File: config.mk
export PLATFORM = sky130hd
export DESIGN_NAME = vga_frame_scheduler
export DESIGN_NICKNAME = d
export VERILOG_FILES = /design/src/rtl/vga_timing_pkg.sv /design/src/rtl/vga_axis_counter.sv /design/src/rtl/vga_frame_scheduler.sv
export SDC_FILE = /design/constraint.sdc
export NUM_CORES = 1
export LEC_CHECK = 0
export CAP_MARGIN = 10
export CORE_UTILIZATION = 25
export CTS_CLUSTER_SIZE = 20
export DETAILED_ROUTE_END_ITERATION = 6
export PLACE_DENSITY = 0.51
export SLEW_MARGIN = 10
export SYNTH_ARGS = -nofsm -noshare
export SYNTH_HDL_FRONTEND = slang
export SYNTH_HIERARCHICAL = 1
export SYNTH_SLANG_ARGS = --single-unit
File: constraint.sdc
create_clock -name CLK_25MHZ -period 4.4 [get_ports CLK_25MHZ]
set_input_delay 0.44 -clock CLK_25MHZ [delete_from_list [all_inputs] [get_ports CLK_25MHZ]]
set_output_delay 0.44 -clock CLK_25MHZ [all_outputs]
set_load 0.02 [all_outputs]
File: src/rtl/vga_timing_pkg.sv
// Shared VGA timing defaults, frame totals and the update FSM state encoding
// for the frame scheduler and its axis counters.
package vga_timing_pkg;

  localparam int COUNT_W = 10;

  localparam int H_VISIBLE_DEF = 640;
  localparam int H_FRONT_DEF   = 16;
  localparam int H_SYNC_DEF    = 96;
  localparam int H_BACK_DEF    = 48;

  localparam int V_VISIBLE_DEF = 480;
  localparam int V_FRONT_DEF   = 10;
  localparam int V_SYNC_DEF    = 2;
  localparam int V_BACK_DEF    = 33;

  localparam int H_TOTAL = H_VISIBLE_DEF + H_FRONT_DEF + H_SYNC_DEF + H_BACK_DEF;
  localparam int V_TOTAL = V_VISIBLE_DEF + V_FRONT_DEF + V_SYNC_DEF + V_BACK_DEF;

  typedef enum logic [1:0] {
    UPD_IDLE = 2'd0,
    UPD_REQ  = 2'd1,
    UPD_DONE = 2'd2
  } update_state_e;

  // Half-open window test: lo <= v < hi.
  function automatic logic in_window(input logic [COUNT_W-1:0] v,
                                     input logic [COUNT_W-1:0] lo,
                                     input logic [COUNT_W-1:0] hi);
    return (v >= lo) && (v < hi);
  endfunction

endpackage

File: src/rtl/vga_axis_counter.sv
// One timing axis: wrapping position counter plus registered sync decode.
// The next-state count is exported so the parent can register aligned decodes.
module vga_axis_counter
  import vga_timing_pkg::*;
#(
  parameter int VISIBLE = H_VISIBLE_DEF,
  parameter int FRONT   = H_FRONT_DEF,
  parameter int SYNC    = H_SYNC_DEF,
  parameter int BACK    = H_BACK_DEF
) (
  input  logic               clk,
  input  logic               rst_n,
  input  logic               advance,
  output logic [COUNT_W-1:0] count,
  output logic [COUNT_W-1:0] count_next,
  output logic               at_last,
  output logic               visible_next,
  output logic               sync_n
);

  localparam int TOTAL = VISIBLE + FRONT + SYNC + BACK;
  localparam logic [COUNT_W-1:0] LAST     = COUNT_W'(TOTAL - 1);
  localparam logic [COUNT_W-1:0] VIS_END  = COUNT_W'(VISIBLE);
  localparam logic [COUNT_W-1:0] SYNC_BEG = COUNT_W'(VISIBLE + FRONT);
  localparam logic [COUNT_W-1:0] SYNC_END = COUNT_W'(VISIBLE + FRONT + SYNC);

  always_comb begin
    at_last    = (count == LAST);
    count_next = count;
    if (advance) begin
      count_next = at_last ? '0 : count + COUNT_W'(1);
    end
    visible_next = (count_next < VIS_END);
  end

  // Sync is decoded from count_next so it lines up with the count it describes.
  always_ff @(posedge clk or negedge rst_n) begin
    if (!rst_n) begin
      count  <= '0;
      sync_n <= 1'b1;
    end else begin
      count  <= count_next;
      sync_n <= !in_window(count_next, SYNC_BEG, SYNC_END);
    end
  end

endmodule

File: src/rtl/vga_frame_scheduler.sv
// VGA raster timing plus a once-per-frame game update window opened at the
// first blanking line, with a saturating count of frames whose update was missed.
module vga_frame_scheduler
  import vga_timing_pkg::*;
#(
  parameter int H_VISIBLE = H_VISIBLE_DEF,
  parameter int H_FRONT   = H_FRONT_DEF,
  parameter int H_SYNC    = H_SYNC_DEF,
  parameter int H_BACK    = H_BACK_DEF,
  parameter int V_VISIBLE = V_VISIBLE_DEF,
  parameter int V_FRONT   = V_FRONT_DEF,
  parameter int V_SYNC    = V_SYNC_DEF,
  parameter int V_BACK    = V_BACK_DEF
) (
  input  logic               CLK_25MHZ,
  input  logic               RESET_N,
  input  logic               UPDATE_ACK,
  output logic               VGA_HSYNC,
  output logic               VGA_VSYNC,
  output logic               VIDEO_ON,
  output logic [COUNT_W-1:0] PIX_X,
  output logic [COUNT_W-1:0] PIX_Y,
  output logic               FRAME_START,
  output logic               UPDATE_REQ,
  output logic [7:0]         OVERRUN_CNT,
  output update_state_e      FSM_STATE
);

  localparam logic [COUNT_W-1:0] REQ_LINE = COUNT_W'(V_VISIBLE);

  logic [COUNT_W-1:0] x_next;
  logic [COUNT_W-1:0] y_next;
  logic               x_last;
  logic               y_last;
  logic               x_vis_next;
  logic               y_vis_next;
  logic               frame_end;

  vga_axis_counter #(
    .VISIBLE (H_VISIBLE),
    .FRONT   (H_FRONT),
    .SYNC    (H_SYNC),
    .BACK    (H_BACK)
  ) u_h_axis (
    .clk          (CLK_25MHZ),
    .rst_n        (RESET_N),
    .advance      (1'b1),
    .count        (PIX_X),
    .count_next   (x_next),
    .at_last      (x_last),
    .visible_next (x_vis_next),
    .sync_n       (VGA_HSYNC)
  );

  vga_axis_counter #(
    .VISIBLE (V_VISIBLE),
    .FRONT   (V_FRONT),
    .SYNC    (V_SYNC),
    .BACK    (V_BACK)
  ) u_v_axis (
    .clk          (CLK_25MHZ),
    .rst_n        (RESET_N),
    .advance      (x_last),
    .count        (PIX_Y),
    .count_next   (y_next),
    .at_last      (y_last),
    .visible_next (y_vis_next),
    .sync_n       (VGA_VSYNC)
  );

  assign frame_end = x_last && y_last;

  always_ff @(posedge CLK_25MHZ or negedge RESET_N) begin
    if (!RESET_N) begin
      VIDEO_ON    <= 1'b0;
      FRAME_START <= 1'b0;
    end else begin
      VIDEO_ON    <= x_vis_next && y_vis_next;
      FRAME_START <= (x_next == '0) && (y_next == '0);
    end
  end

  // Handshake: UPDATE_REQ is high from the (0,V_VISIBLE) cycle while in REQ;
  // the edge that samples UPDATE_ACK=1 in REQ closes it. ACK outside REQ is
  // ignored, and a REQ still open on the frame's last cycle without ACK counts
  // one overrun.
  always_ff @(posedge CLK_25MHZ or negedge RESET_N) begin
    if (!RESET_N) begin
      FSM_STATE   <= UPD_IDLE;
      UPDATE_REQ  <= 1'b0;
      OVERRUN_CNT <= 8'd0;
    end else begin
      case (FSM_STATE)
        UPD_IDLE: begin
          if ((x_next == '0) && (y_next == REQ_LINE)) begin
            FSM_STATE  <= UPD_REQ;
            UPDATE_REQ <= 1'b1;
          end
        end
        UPD_REQ: begin
          if (frame_end) begin
            FSM_STATE  <= UPD_IDLE;
            UPDATE_REQ <= 1'b0;
            if (!UPDATE_ACK && (OVERRUN_CNT != 8'hFF)) begin
              OVERRUN_CNT <= OVERRUN_CNT + 8'd1;
            end
          end else if (UPDATE_ACK) begin
            FSM_STATE  <= UPD_DONE;
            UPDATE_REQ <= 1'b0;
          end
        end
        UPD_DONE: begin
          if (frame_end) begin
            FSM_STATE <= UPD_IDLE;
          end
        end
        default: begin
          FSM_STATE  <= UPD_IDLE;
          UPDATE_REQ <= 1'b0;
        end
      endcase
    end
  end

endmodule

==> results.md <==
- Tcrit/Tclk final: 0.681
- Total Die Area: 8420 um2
- Core area: 7770 um2
- Port bufs: 37
- Leading cell types in the layout, fill and taps excluded: 37 x clkdlybuf4s50_1, 33 x dfrtp_1, 21 x nand2_1
- Slowest CP cell: or4b_1
- Placed cell area: 2490 um2
- Post-route setup TNS: 0 ns
- Total Wirelength: 4600 um
- Initial drt markers: 101
- Netlist Area Pre-Place: 2010 um2
- Dpl ws: 1.37 ns
- FF-to-FF setup slack: 1.40 ns
- Setup Skew: 0.00756 ns
- Relative slew slack: 0.643
- Initial antenna violation count: 0
- Worst Setup Start Kind: flop
- Reg clk slew, reported paths: 0.07 ns
- RSZ-0062 raised after global routing: false
- Vias per cell: 4.82
- Register area share after synthesis: 0.436
- Post-CTS Setup Bufs: 0
- Met1 Track Usage GR: 0.151
- Worst hold slack: 0.497 ns
- Flops & latches, synth: 35
- Clk_lat worst skew: 0.28 ns
- Row count: 32
- Clk root buf: clkbuf_8
- DRC errors left: 0
- Distinct cells, synth: 60
- Hpwl dp: 3390 um
- Die H: 91.8 um
- Post-route cell area: 2600 um2
- Tmin final: 3.00 ns
- Number of global-route vias before repair: 1572
- Worst EP required: 4.58 ns
- Highest Clock Rate: 0.334 GHz
- Hold Buf Count CTS: 0
- CP Cell Sequence: or4b_1 > nor3_2 > buf_4 > nand4_4 > o31ai_1 > a22oi_4 > nor4_1 > nand4_1 > o41ai_1
- Register Area: 878 um2
- CTS Buf Count: 5
- H-tree Lvls: 2
- Primary FF master, synth: dfrtp_1
- Grt total ovfl: 0
- Worst slew pin tran: 0.531 ns
- FILL cells: 809
- WL per Instance: 13.5 um
- Worst Hold Class: reg2reg
- Die W: 91.8 um
- Worst path top cell family by delay: simple AND/OR/NAND/NOR gates
- Starting Density: 0.259
- Number of flops mapped to enable cells by yosys: 0
- Pwr Density: 347 nW/um2
- Largest net degree at the start of global routing: 36
- CTS tree: yes
- Hold Fails Final Rpt: 0
- Outcome: completed
- CTS sink count: 35
- Share of layout cells above drive strength 1: 0.126
- Pleak: 1.06 nW
- Max-slew violation count: 0
- Post-CTS Resized: 0
- WS Path Type: reg2reg
- Ys Warns: 6
- Final ANT Viol Nets: 0
- I/O pin count: 38
- Drt pass-1 iters: 4
- Post-synth ARST share: 1.00
- Met2 Use GR: 0.184
- GRT busiest layer: met2
- Syn Inst Count: 198
- Avg Synthesized Cell Area: 10.2 um2
- Multi-input gate area: 1080 um2
- Final net count: 244
- Vias: 1638
- Worst path bufs/invs: 1
- Met3 Track Usage GR: 0.0257
- Leading cell type in the layout, fill and taps excluded: clkdlybuf4s50_1
- Total GRT Usage: 0.115
- Clock buffer depth: 2
- Critical path peak fanout: 16
- MaxCap Viol Count: 0
- CP Capture Type: flop
- Final setup viols: 0
- Final Wtd Congestion: 0.750
- CP arrival: 3.17 ns
- Fin util: 0.335
- Worst path max stage delay: 0.60 ns
- # diodes: 0
- VDD IR max: 0.165 mV
- First-pass GRT wire length: 7730 um
- Syn Nets: 205
- Setup ws final: 1.40 ns
- Layout area overhead: 29.3%
[registers in the layout, summed over array words and instances, names as in the netlist]
name	cells
FSM_STATE	2
u_v_axis/sync_n	1
u_h_axis/count	10
u_h_axis/sync_n	1
FRAME_START	1
OVERRUN_CNT	8
u_v_axis/count	10
VIDEO_ON	1
UPDATE_REQ	1
[metrics by stage]
step                      std cells  total power [mW]
after global placement          332             0.614
after floorplan                 198             0.515
final                           340             0.902
after global routing            340             0.961
after CTS                       340             0.917
after detailed placement        332             0.613
[cell families after synthesis]
| logic type | Yosys count | share of synthesized area |
|---|---|---|
| compound gates | 32 | 0.114 |
| xor+xnor | 13 | 0.0565 |
| fa+ha+maj | 4 | 0.0248 |
| buf+inv | 12 | 0.0298 |
| flops | 35 | 0.436 |
| mux | 9 | 0.0503 |
| other cells | 1 | 0.00186 |
| simple gates | 92 | 0.286 |
[layer usage]
layer / part of all wire / wire [um]
met5: 0 / 0
met2: 0.46 / 2110
met1: 0.48 / 2220
met4: 0.015 / 71
met3: 0.042 / 194
[where the power goes]
| part | total (mW) | internal, mW | leakage, nW | switching [mW] |
|---|---|---|---|---|
| Sequential | 0.400 | 0.349 | 0.462 | 0.0509 |
| Clock | 0.297 | 0.183 | 0.0612 | 0.114 |
| Combinational | 0.205 | 0.0876 | 0.534 | 0.118 |
| Total | 0.902 | 0.620 | 1.06 | 0.283 |
[path summary, 6_finish.rpt]
kind,startpoint,endpoint,cells past startpoint
setup reg to reg,u_h_axis/count[5],UPDATE_REQ,9
hold / removal,UPDATE_REQ,UPDATE_REQ,2
setup / recovery,u_h_axis/count[5],UPDATE_REQ,9
min in group asynchronous,RESET_N,VIDEO_ON,2
hold reg to reg,UPDATE_REQ,UPDATE_REQ,2
max in group asynchronous,RESET_N,u_h_axis/sync_n,2
[Yosys cell counts (all sizes together) (5+ instances only)]
cell type   n  share of area
inv         5         0.0093
nor2       15          0.028
nor4        5          0.016
xor2        6          0.026
mux2        6          0.035
o21ai       8          0.020
and3        5          0.016
nand4      11          0.057
nand2      21          0.039
nand3       9          0.025
xnor2       7          0.030
a21oi       6          0.017
dfrtp      33           0.41
buf         5          0.017
[worst register-to-register path, cell delays in order (launching register included)]
cell and delay, ns:
dfrtp_1 0.45, or4b_1 0.60, nor3_2 0.18, buf_4 0.25
nand4_4 0.16, o31ai_1 0.40, a22oi_4 0.10, nor4_1 0.21
nand4_1 0.21, o41ai_1 0.33
[cell type report]
class / instances / area share
Clock buffer: 6 / 0.0317
Sequential cell: 35 / 0.337
Inverter: 5 / 0.00721
Tap cell: 102 / 0.0490
Multi-Input combinational cell: 151 / 0.413
Timing Repair Buffer: 39 / 0.148
Clock inverter: 2 / 0.0135
Note: power is estimated with default switching activity, not from simulation.
